===== src/rtl/alu4bit_pkg.sv =====
// Shared types and constants for the 4-bit ALU and its request arbiter.
package alu4bit_pkg;

    localparam int DATA_W = 4;

    typedef logic [1:0] alu_op_t;

    localparam alu_op_t OP_ADD = 2'b00;
    localparam alu_op_t OP_SUB = 2'b01;
    localparam alu_op_t OP_AND = 2'b10;
    localparam alu_op_t OP_OR  = 2'b11;

    typedef enum logic {
        BUF_EMPTY = 1'b0,
        BUF_FULL  = 1'b1
    } buf_state_t;

endpackage


===== src/rtl/alu4bit_core.sv =====
// Combinational 4-bit ALU: ADD/SUB with carry/borrow, AND, OR.
module alu4bit_core
    import alu4bit_pkg::*;
(
    input  logic [DATA_W-1:0] a,
    input  logic [DATA_W-1:0] b,
    input  alu_op_t           op,
    output logic [DATA_W-1:0] result,
    output logic              carry
);

    logic [DATA_W:0] wide;

    // The extra top bit of a zero-extended subtract is exactly the borrow (a < b).
    always_comb begin
        wide   = '0;
        result = '0;
        carry  = 1'b0;
        case (op)
            OP_ADD: begin
                wide   = {1'b0, a} + {1'b0, b};
                result = wide[DATA_W-1:0];
                carry  = wide[DATA_W];
            end
            OP_SUB: begin
                wide   = {1'b0, a} - {1'b0, b};
                result = wide[DATA_W-1:0];
                carry  = wide[DATA_W];
            end
            OP_AND:  result = a & b;
            OP_OR:   result = a | b;
            default: result = '0;
        endcase
    end

endmodule


===== src/rtl/alu4bit_share_arbiter.sv =====
// Round-robin sharing of one 4-bit ALU among N_REQ requesters, with a
// single-entry response buffer tagged by requester ID.
module alu4bit_share_arbiter
    import alu4bit_pkg::*;
#(
    parameter int N_REQ = 4,
    parameter int ID_W  = 2
) (
    input  logic                    clk,
    input  logic                    rst,
    input  logic [N_REQ-1:0]        req_valid,
    input  logic [DATA_W*N_REQ-1:0] req_a,
    input  logic [DATA_W*N_REQ-1:0] req_b,
    input  logic [2*N_REQ-1:0]      req_op,
    output logic [N_REQ-1:0]        req_ready,
    output logic                    rsp_valid,
    output logic [ID_W-1:0]         rsp_id,
    output logic [DATA_W-1:0]       rsp_data,
    output logic                    rsp_carry,
    input  logic                    rsp_ready
);

    logic [ID_W-1:0]   ptr;
    logic [ID_W-1:0]   grant_id;
    logic [ID_W-1:0]   idx;
    logic              found;
    logic [N_REQ-1:0]  grant;
    logic              slot_free;
    logic              accept;
    logic [DATA_W-1:0] a_sel;
    logic [DATA_W-1:0] b_sel;
    alu_op_t           op_sel;
    logic [DATA_W-1:0] alu_res;
    logic              alu_carry;
    buf_state_t        state;

    assign rsp_valid = (state == BUF_FULL);
    assign slot_free = !rsp_valid || rsp_ready;

    // N_REQ is a power of two, so ID_W-bit addition wraps the search modulo N_REQ.
    always_comb begin
        found    = 1'b0;
        grant_id = '0;
        idx      = '0;
        for (int k = 0; k < N_REQ; k++) begin
            idx = ptr + ID_W'(k);
            if (!found && req_valid[idx]) begin
                found    = 1'b1;
                grant_id = idx;
            end
        end
        grant           = '0;
        grant[grant_id] = found;
    end

    assign req_ready = (slot_free && !rst) ? grant : '0;
    assign accept    = |req_ready;

    assign a_sel  = req_a[DATA_W*grant_id +: DATA_W];
    assign b_sel  = req_b[DATA_W*grant_id +: DATA_W];
    assign op_sel = req_op[2*grant_id +: 2];

    alu4bit_core u_core (
        .a      (a_sel),
        .b      (b_sel),
        .op     (op_sel),
        .result (alu_res),
        .carry  (alu_carry)
    );

    // Response buffer: accept takes priority over drain, so a drain+accept stays FULL.
    always_ff @(posedge clk or posedge rst) begin
        if (rst) begin
            state     <= BUF_EMPTY;
            rsp_id    <= '0;
            rsp_data  <= '0;
            rsp_carry <= 1'b0;
            ptr       <= '0;
        end else begin
            if (accept) begin
                state     <= BUF_FULL;
                rsp_id    <= grant_id;
                rsp_data  <= alu_res;
                rsp_carry <= alu_carry;
                ptr       <= grant_id + ID_W'(1);
            end else if (rsp_valid && rsp_ready) begin
                state <= BUF_EMPTY;
            end
        end
    end

endmodule


===== config.mk =====
export PLATFORM = sky130hd
export DESIGN_NAME = alu4bit_share_arbiter
export DESIGN_NICKNAME = d
export VERILOG_FILES = /design/src/rtl/alu4bit_pkg.sv /design/src/rtl/alu4bit_core.sv /design/src/rtl/alu4bit_share_arbiter.sv
export SDC_FILE = /design/constraint.sdc
export NUM_CORES = 1
export LEC_CHECK = 0
export CAP_MARGIN = 25
export CORE_UTILIZATION = 44
export DETAILED_ROUTE_END_ITERATION = 12
export GPL_ROUTABILITY_DRIVEN = 0
export PLACE_DENSITY = 0.81
export SLEW_MARGIN = 20
export SYNTH_ARGS = -nofsm -noshare
export SYNTH_HDL_FRONTEND = slang
export SYNTH_SLANG_ARGS = --single-unit

===== constraint.sdc =====
create_clock -name clk -period 3.69 [get_ports clk]
set_input_delay 1.107 -clock clk [delete_from_list [all_inputs] [get_ports clk]]
set_output_delay 1.107 -clock clk [all_outputs]
set_load 0.02 [all_outputs]

### Word level (Yosys, flattened, before mapping)

Cells that the tools add are included.

| word-level totals | value |
|---|---|
| output and inout bits | 12 |
| logic and storage cells | 64 |
| register bits | 10 |
| input port bits | 47 |

| cells by class | value |
|---|---|
| reduce and logical (&&, ||, !) cells | 15 |
| bitwise gates (word level) | 3 |
| shifts and indexed selects | 3 |
| eq/ne operators | 3 |
| magnitude comparators | 6 |
| mux-type cells | 23 |
| add/sub/neg operators | 6 |

Operator list:

| operator | number |
|---|---|
| indexed part select 16 x 5 -> 4 bit | 2 |
| case mux 4 bit (4 select lines) | 1 |
| < comparator 2 x 3 -> 1 bit, second input constant | 5 |
| 2-to-1 mux 1 bit | 11 |
| AND 4 bit | 2 |
| binary-select mux 1 bit (select 2 bit) | 4 |
| 2-to-1 mux 2 bit | 4 |
| indexed part select 8 x 4 -> 2 bit | 1 |
| logical AND 1 bit | 6 |
| adder 4 x 4 -> 5 bit | 1 |
| zero test 1 bit | 5 |
| subtractor 4 x 4 -> 5 bit | 1 |
| adder 2 x 1 -> 2 bit, second input constant | 2 |
| adder 2 bit, second input constant | 2 |
| == test 2 bit, second input constant | 2 |
| 2-to-1 mux 4 bit | 1 |
| bitwise OR 4 bit | 1 |
| OR reduction 4 bit | 1 |
| demux 1 bit (select 2 bit) | 1 |
| == test 2 x 1 -> 1 bit, second input constant | 1 |
| greater-or-equal comparator 2 x 1 -> 1 bit, second input constant | 1 |
| zero test 2 bit | 1 |
| case mux 1 bit (2 select lines) | 1 |
| nonzero test 2 bit | 1 |
| logical OR 1 bit | 1 |

### Longest topological paths before layout

Gate-level depths: netlist (run 1).

| depth | value |
|---|---|
| word-level depth | 20 |
| depth in mapped cells | 15 |
| mapped depth without buffers | 14 |

### Modules after synthesis

From an unflattened synthesis (run 1), not the netlist that was laid out.

| unflattened totals | value |
|---|---|
| cells, all modules | 179 |
| area, all modules | 1386.3 um2 |

By module, submodules not included:

| module | instances | area each (um2) | sequential area each (um2) | cells an instance |
|---|---|---|---|---|
| alu4bit_share_arbiter | 1 | 898.4 | 250.2 | 115 |
| alu4bit_core | 1 | 488.0 | 0.0 | 64 |

### Worst setup path before layout (run 1)

OpenSTA, ideal clock, no wires.

| path | value |
|---|---|
| kind | in2reg |
| from | input port req_valid[1] |
| to | register rsp_data[1] |
| path slack | -0.106 ns |
| cell stages on the path | 15 |
| data required time | 3.622 ns |
| data arrival time | 3.728 ns |
| path buffers | 2 |
| cells stage by stage | or3b_1 -> o221a_2 -> buf_6 -> buf_2 -> mux2i_1 -> nand2_1 -> and2_1 -> inv_1 -> ha_1 -> inv_1 -> fa_1 -> nor3_1 -> mux2_1 -> o21ai_1 -> a32o_1 |

| between the ends | value |
|---|---|
| cells in the longest elaborated chain, start to end | 19 |
| elaborated cells between the ends (all ways) | 42 |
| those cells by class | add/sub (2); order compare (2); eq/ne (3); shift (3); mux (20); bitwise (3); reduce/logical (9) |

Ends and longest elaborated chain:

| element | line | text |
|---|---|---|
| start, declared | alu4bit_share_arbiter.sv:11 | `input logic [N_REQ-1:0] req_valid,` |
| parallel branches: the longest is 19 deep, another holds binary-select mux 1 bit (select 2 bit) | n/a |  |
| end signal, assigned | alu4bit_share_arbiter.sv:83 | `rsp_data <= alu_res;` |
| end, declared | alu4bit_share_arbiter.sv:18 | `output logic [DATA_W-1:0] rsp_data,` |

Parallel ways; which one is timed is not known. The select of a mux whose other input is x is not followed.
A chain may end at the register's enable or synchronous reset.

### Worst setup path in the final report (run 1)

| path | value |
|---|---|
| from | input port req_valid[2] |
| to | output port req_ready[3] |

| between the ends | value |
|---|---|
| cells in the longest elaborated chain, start to end | 18 |
| elaborated cells between the ends (all ways) | 29 |
| those cells by class | order compare (2); mux (19); bitwise (1); reduce/logical (7) |

Ends and longest elaborated chain:

| element | line | text |
|---|---|---|
| binary-select mux 1 bit (select 2 bit) | alu4bit_share_arbiter.sv:47 | `if (!found && req_valid[idx]) begin` |
| 2-to-1 mux 1 bit (not written as such) | alu4bit_share_arbiter.sv:47 |  |
| 2-to-1 mux 1 bit | alu4bit_share_arbiter.sv:47 |  |
| zero test 1 bit | alu4bit_share_arbiter.sv:47 |  |
| logical AND 1 bit | alu4bit_share_arbiter.sv:47 |  |
| 2-to-1 mux 1 bit | alu4bit_share_arbiter.sv:47 |  |
| zero test 1 bit | alu4bit_share_arbiter.sv:47 |  |
| logical AND 1 bit | alu4bit_share_arbiter.sv:47 |  |
| (+3 left out) | n/a |  |
| 2-to-1 mux 2 bit (*) | alu4bit_share_arbiter.sv:47 |  |
| named net grant_id[1] | alu4bit_share_arbiter.sv:24 | `logic [ID_W-1:0] grant_id;` |
| < comparator 2 x 3 -> 1 bit (not written as such) / greater-or-equal comparator 2 x 1 -> 1 bit (equally long branches) | alu4bit_share_arbiter.sv:53 | `grant[grant_id] = found;` |
| logical AND 1 bit (not written as such) | alu4bit_share_arbiter.sv:53 |  |
| 2-to-1 mux 1 bit (not written as such) | alu4bit_share_arbiter.sv:53 |  |
| demux 1 bit (select 2 bit) (*) | alu4bit_share_arbiter.sv:53 |  |
| AND 4 bit (no source line) (*) | n/a |  |
| 2-to-1 mux 4 bit (*) | alu4bit_share_arbiter.sv:56 | `assign req_ready = (slot_free && !rst) ? grant : '0;` |
| end, declared | alu4bit_share_arbiter.sv:15 | `output logic [N_REQ-1:0] req_ready,` |

Mark *: on every way through the listed nets, which the timed path passes. The rest lies on a longest branch. The select of a mux whose other input is x is not followed.

==> results of run 1 <==
==> flip-flops by register name, summed over array words and instances (netlist names) <==
name       count
rsp_data       4
rsp_id         2
ptr            2
rsp_valid      1
rsp_carry      1
==> placed cells by master, fill, tap and decap left out, drive strengths merged, types with 2 or more instances in the layout <==
cell type	n
clkdlybuf4s50	50
buf	47
mux2i	27
nand2	26
inv	19
ha	16
and2	11
dfrtp	10
o21ai	10
a21oi	9
nor2b	8
nor2	6
clkbuf	6
o211ai	4
a32o	3
xor2	3
nor3	3
or3b	2
nand3	2
o22a	2
o21bai	2
mux2	2
fa	2
==> final cells by class <==
class                      instances  area share, %
inverter                          19          2.827
clock buffer                       4          1.438
tap                               44          2.183
timing repair buffer             101          35.27
multi-input combinational        153          48.36
sequential                        10          9.921
==> power breakdown <==
part,internal (mW),leakage [nW],switching [mW],total [mW]
Clock,0.0599,0.0210,0.0395,0.0994
Sequential,0.162,0.121,0.0391,0.201
Combinational,0.751,1.07,0.691,1.44
Total,0.973,1.21,0.769,1.74
==> worst register-to-register path: stages (launching register included) <==
cell	delay (ns)
dfrtp_1	0.45
mux2i_1	0.29
o221a_4	0.27
buf_12	0.13
buf_4	0.21
mux2i_1	0.20
nand2_1	0.06
and2_1	0.19
fa_1	0.56
a21oi_1	0.05
mux2_2	0.27
o21ai_2	0.15
a32o_1	0.18
==> metrics by stage <==
step | utilization [%] | power [mW] | hold slack [ns] | std cells | area (sq um)
3_3_place_gp | 77.14 | 1.513 | 0.4654 | 321 | 2432
4_1_cts | 79.05 | 1.679 | 0.4944 | 328 | 2492
5_1_grt | 80.00 | 1.893 | 0.5317 | 331 | 2522
6_report | 80.00 | 1.742 | 0.4883 | 331 | 2522
2_1_floorplan | - | 1.008 | 0.5478 | 187 | 1549
3_5_place_dp | 77.14 | 1.550 | 0.4796 | 321 | 2432
==> cell families after synthesis <==
kind of cell	Yosys count
and+or+nand+nor	61
AOI/OAI and AO/OA	42
muxes	29
buffers and inverters	24
adders and majority gates	18
DFF	10
xor gates and xnor gates	3
==> per-layer routing <==
| metal | GRT usage, % | vias up |
|---|---|---|
| met5 | 0 | - |
| met4 | 11.36 | 0 |
| met3 | 3.198 | 6 |
| met2 | 47.57 | 82 |
| met1 | 28.76 | 791 |
| li1 | - | 859 |
==> repair_timing <==
| item | CTS | global route |
|---|---|---|
| gates resized for setup | 21 | 19 |
| setup buffers | 3 | 3 |
| hold buffers | 0 | 0 |
| setup endpoints to repair | 8 | 8 |
| pin swaps | 6 | 6 |
==> path summary, 6_finish.rpt <==
check	to	from	cells past startpoint	slack, ns
min in group asynchronous	ptr[1]	rst	2	1.18
max in group asynchronous	rsp_id[1]	rst	2	2.24
worst min register to register	rsp_id[1]	rsp_id[1]	2	0.49
worst min-delay path	rsp_id[1]	rsp_id[1]	2	0.49
worst max-delay path	req_ready[3]	req_valid[2]	8	0.06
worst max register to register	rsp_data[1]	ptr[1]	12	0.60
==> flow_summary.yaml, run 1 <==
status:
  outcome: "finished, final reports clean"
die:
  die_h_microns: 60.71
  initial_utilization_pct: 48.10
  boundaryPins: 59
  num_rows: 20
  die_w_microns: 60.71
  core_area_sq_mm: 0.003153
  dieArea_sq_mm: 0.003685
final_layout:
  regArea_sq_um: 250.2
  fillCellCount: 238
  multi_input_area_sq_mm: 0.001220
  area_delta_synth_final_pct: 66.34
  nNetsFinal: 353
  final_layout_size_suffix_gt1_share_pct: 25.78
  antennaDiodeCount: 0
setup_path:
  cpLargestDelayFamily: "buffers and inverters"
  end_kind: "output port"
  cpMaxStageDelayCell: "a221o_1"
  cp.buffers_inverters: 3
  required_ns: 2.58
  slowest_delay_ns: 0.35
  start_kind: "primary input"
  path_cells: "buf_2 -> nor2b_2 -> a221o_1 -> nand2_2 -> inv_2 -> ha_1 -> and2_1 -> clkdlybuf4s15_2"
  cp_max_fo: 6
  crit_type: "in -> out"
  cp.arrival_ns: 2.53
sta:
  slew_headroom_pct: 47.92
  setup_violations: 0
  post-route-min-period_ns: 3.634
  fmax_mhz: 275.2
  setup_tns_ns: 0
  finalHoldViolCount: 0
  layout_setup_ws_ns: 0.05631
  finClkSkew_ns: 0.001432
  drv_slew: 0
  period_share_pct: 98.47
  worstMarginPinSlew_ns: 0.7812
synth:
  synth-main-ff-cell: "dfrtp_1"
  yosys.area_share.simple_pct: 20.05
  ys_top_cells_by_count: "mux2i_1 (25), nand2_1 (25), inv_1 (18)"
  synth_top_family_by_area: "simple AND/OR/NAND/NOR gates"
  muxShareOfSynthArea_pct: 19.80
  synth_nets: 252
  synthXorXnorAreaFrac_pct: 1.733
  syn_inst: 187
  synth_edf_count: 0
  syn_area_per_cell_sq_um: 8.109
  synth_area_leader_cell: "dfrtp_1"
  yosysSeqAreaShare_pct: 16.50
  ys_top_cells_by_area: "dfrtp_1 (17%), mux2i_1 (17%), ha_1 (13%), nand2_1 (6.2%), and2_1 (4.5%)"
  synth_warnings: 0
  synth_top_area_share_pct: 16.50
  synth-compound-area-share_pct: 19.47
  async_flop_share_pct: 100.0
  synthAdderAreaFrac_pct: 15.84
  syn_area_sq_mm: 0.001516
  ys_types: 43
  synth-seq-cells: 10
clocking:
  clock-sinks: 10
  clk_pin_slew_ns: 0.07
  cts_buffer_depth: 2
  cts_buffers: 3
  cts_tree: "yes"
  h-tree-depth: 1
  clk_latency_ns: 0.27
  cts_root_buf: "clkbuf_4"
drt:
  wl_met2_mm: 2.324
  drt_iter0_drc: 82
  vias: 1738
  routed_wl_mm: 4.316
  met1_length_mm: 1.693
  wl_per_cell_microns: 13.04
  top_layer: "met4"
  dr_wl_met3_microns: 248
  via_per_inst: 5.251
  drc: 0
  first_pass_iters: 4
  ant_nets: 0
worst_hold_path:
  hold_path_class: "reg -> reg"
job:
  cap_violations: 0
place:
  port_buffers: 58
  hpwl_mm: 3.498
  dp_slack_ns: -0.6215
global_route:
  grt_first_pass_wirelength_mm: 6.989
  grt_max_degree: 15
  grt_pass1_vias: 1694
  grt.total_usage_pct: 25.48
  antenna_found_initial: 0
  grt_overflow: 0
pwr:
  power.density_mw_per_mm2: 690.8
  power_leakage_nw: 1.212
  ir_worst_vdd_uv: 335.4
Note: power is estimated with default switching activity, not from simulation.
==> inputs of run 2 (changes only) <==
--- a/config.mk
+++ b/config.mk
@@ -6,6 +6,7 @@
 export NUM_CORES = 1
 export LEC_CHECK = 0
 export CAP_MARGIN = 25
+export CORE_MARGIN = 3
 export CORE_UTILIZATION = 44
 export DETAILED_ROUTE_END_ITERATION = 12
 export GPL_ROUTABILITY_DRIVEN = 0
==> run 2 against run 1 <==
Effect of this change:
- sequential power rose by 2%
- fmax is 0.36% higher
- count of clock-buffer cells in the layout decreased by 1
- power shrank 0.90%
- critical endpoint is now req_ready[0]
- critical path depth is 1 higher
- final cell count did not move
- hold slack gained 0.0059 ns
- cell area down 0.25%
- worst setup slack better by 0.013 ns
==> flow_summary.yaml, run 2 (synthesis gave the netlist of run 1 again) <==
drt:
  ant_nets: 0
  via_per_inst: 5.278
  drc: 0
  wl_per_cell_microns: 13.45
  first_pass_iters: 5
  drt_iter0_drc: 71
  vias: 1747
  routed_wl_mm: 4.451
place:
  placedCellCount: 319
  hpwl_mm: 3.642
  port_buffers: 58
  dp_slack_ns: -0.6529
  placed_area_sq_mm: 0.002417
setup_path:
  path_depth: 9
  path_cells: "clkbuf_2 -> nor2b_1 -> o21bai_1 -> nand2_2 -> buf_4 -> buf_4 -> ha_1 -> and2_1 -> buf_2"
  cpMaxStageDelayCell: "o21bai_1"
  cp.arrival_ns: 2.51
  cpMostUsedCell: "buf_4"
  cp_max_fo: 5
  cp.buffers_inverters: 4
  cp-endpoint: "req_ready[0]"
  reg2reg_slack_ns: 0.56
  r2r_cells: 14
  r2r-end: "rsp_data[1]"
  cpLargestDelayFamily: "buffers and inverters"
  crit_type: "in -> out"
  slowest_delay_ns: 0.24
  start_kind: "primary input"
  end_kind: "output port"
  required_ns: 2.58
  r2r-start: "ptr[1]"
  crit_start: "req_valid[0]"
pwr:
  ir_worst_vdd_uv: 344.5
  total_power_mw: 1.727
  p_clk_share_pct: 4.2
  combPwrFrac_pct: 83.9
  power.density_mw_per_mm2: 686.3
  p_switching_mw: 0.7679
  power_frac_seq_pct: 11.9
  switching_share_pct: 44.47
  power_leakage_nw: 1.216
  intPower_mw: 0.9589
final_layout:
  area_delta_synth_final_pct: 65.92
  antennaDiodeCount: 0
  fillCellCount: 245
  mostFrequentLayoutCell: "clkdlybuf4s50_1"
  fin_util_pct: 79.17
  largest_reg_flops: 4
  top_regs: "rsp_data: 4 flops, ptr: 2 flops, rsp_id: 2 flops"
  top_register: "rsp_data"
  final_layout_size_suffix_gt1_share_pct: 24.74
  fin_area_sq_mm: 0.002516
  final_cells: 331
  nNetsFinal: 354
  final_cell_mix: "clkdlybuf4s50_1 (50), buf_4 (42), nand2_1 (25), mux2i_1 (25), inv_1 (17)"
global_route:
  antenna_found_initial: 0
  grt_first_pass_wirelength_mm: 7.548
  grt_max_degree: 15
  grt_pass1_vias: 1804
  grt.total_usage_pct: 22.14
  grt_overflow: 0
die:
  die_w_microns: 64.71
  dieArea_sq_mm: 0.004187
  initial_utilization_pct: 47.72
  core_area_sq_mm: 0.003178
  die_h_microns: 64.71
  num_rows: 20
  boundaryPins: 59
sta:
  worstMarginPinSlew_ns: 0.8267
  holdWs_ns: 0.4942
  setup_tns_ns: 0
  post-route-min-period_ns: 3.621
  drv_slew: 0
  period_share_pct: 98.12
  fmax_mhz: 276.2
  finalHoldViolCount: 0
  slew_headroom_pct: 44.89
  setup_violations: 0
  layout_setup_ws_ns: 0.06936
  finClkSkew_ns: 0.004996
clocking:
  clock-sinks: 10
  clk_latency_ns: 0.26
  cts_root_buf: "clkbuf_4"
  hold_buffers: 0
  cts_tree: "yes"
  h-tree-depth: 1
  cts_buffer_depth: 2
  cts_buffers: 3
  clk_pin_slew_ns: 0.06
job:
  cap_violations: 0
status:
  outcome: "finished, final reports clean"
worst_hold_path:
  hold_path_class: "reg -> reg"
[run 2: tightest hold or removal path: stages, from the launching register on]
cell and delay [ns]:
dfrtp_1 0.35, nand2_1 0.05, o21ai_0 0.06
[run 2: cell type report]
cell class / count / area [sq um] / area share [%]
multi-input combinational: 153 / 1217 / 48.38
timing repair buffer: 102 / 897.1 / 35.65
sequential: 10 / 250.2 / 9.945
inverter: 19 / 73.82 / 2.934
tap: 44 / 55.05 / 2.188
clock buffer: 3 / 22.52 / 0.8951
[run 2: worst min path at each step]
stage / cells after the start / startpoint / endpoint / slack (ns)
floorplan: 2 / ptr[1] / ptr[1] / 0.55
global placement: 2 / rsp_id[1] / rsp_id[1] / 0.47
detailed placement: 2 / rsp_id[1] / rsp_id[1] / 0.48
CTS: 2 / rsp_id[1] / rsp_id[1] / 0.50
global route: 1 / rsp_data[2] / rsp_data[2] / 0.52
finish: 2 / rsp_id[1] / rsp_id[1] / 0.49
[run 2: what timing repair did]
action,4_1_cts,5_1_grt
gates cloned,0,0
endpoints found under the setup margin,8,8
buffers inserted,5,4
gates resized for setup,24,17
pin swaps,1,6
[run 2: routing by layer]
| metal | part of all wire, % | vias to the layer above | GRT usage [%] |
|---|---|---|---|
| met4 | 0.54 | 0 | 5.277 |
| met3 | 6.5 | 4 | 2.946 |
| met2 | 54 | 79 | 44.32 |
| met1 | 39 | 797 | 23.94 |
| li1 | - | 867 | - |
| met5 | 0 | - | 0 |
[run 2: power by group through the flow]
stage,sequential (mW),clock [mW],combinational [mW]
CTS,0.203,0.0723,1.38
global route,0.210,0.0814,1.58
detailed placement,0.204,0,1.34
finish,0.205,0.0729,1.45
floorplan,0.245,0,0.763
global placement,0.202,0,1.31
==> inputs of run 3 (changes only) <==
--- a/config.mk
+++ b/config.mk
@@ -6,7 +6,6 @@
 export NUM_CORES = 1
 export LEC_CHECK = 0
 export CAP_MARGIN = 25
-export CORE_MARGIN = 3
 export CORE_UTILIZATION = 44
 export DETAILED_ROUTE_END_ITERATION = 12
 export GPL_ROUTABILITY_DRIVEN = 0
==> results of run 3 <==
Same layout as run 1: the final DEF is identical, and so are final timing and power.
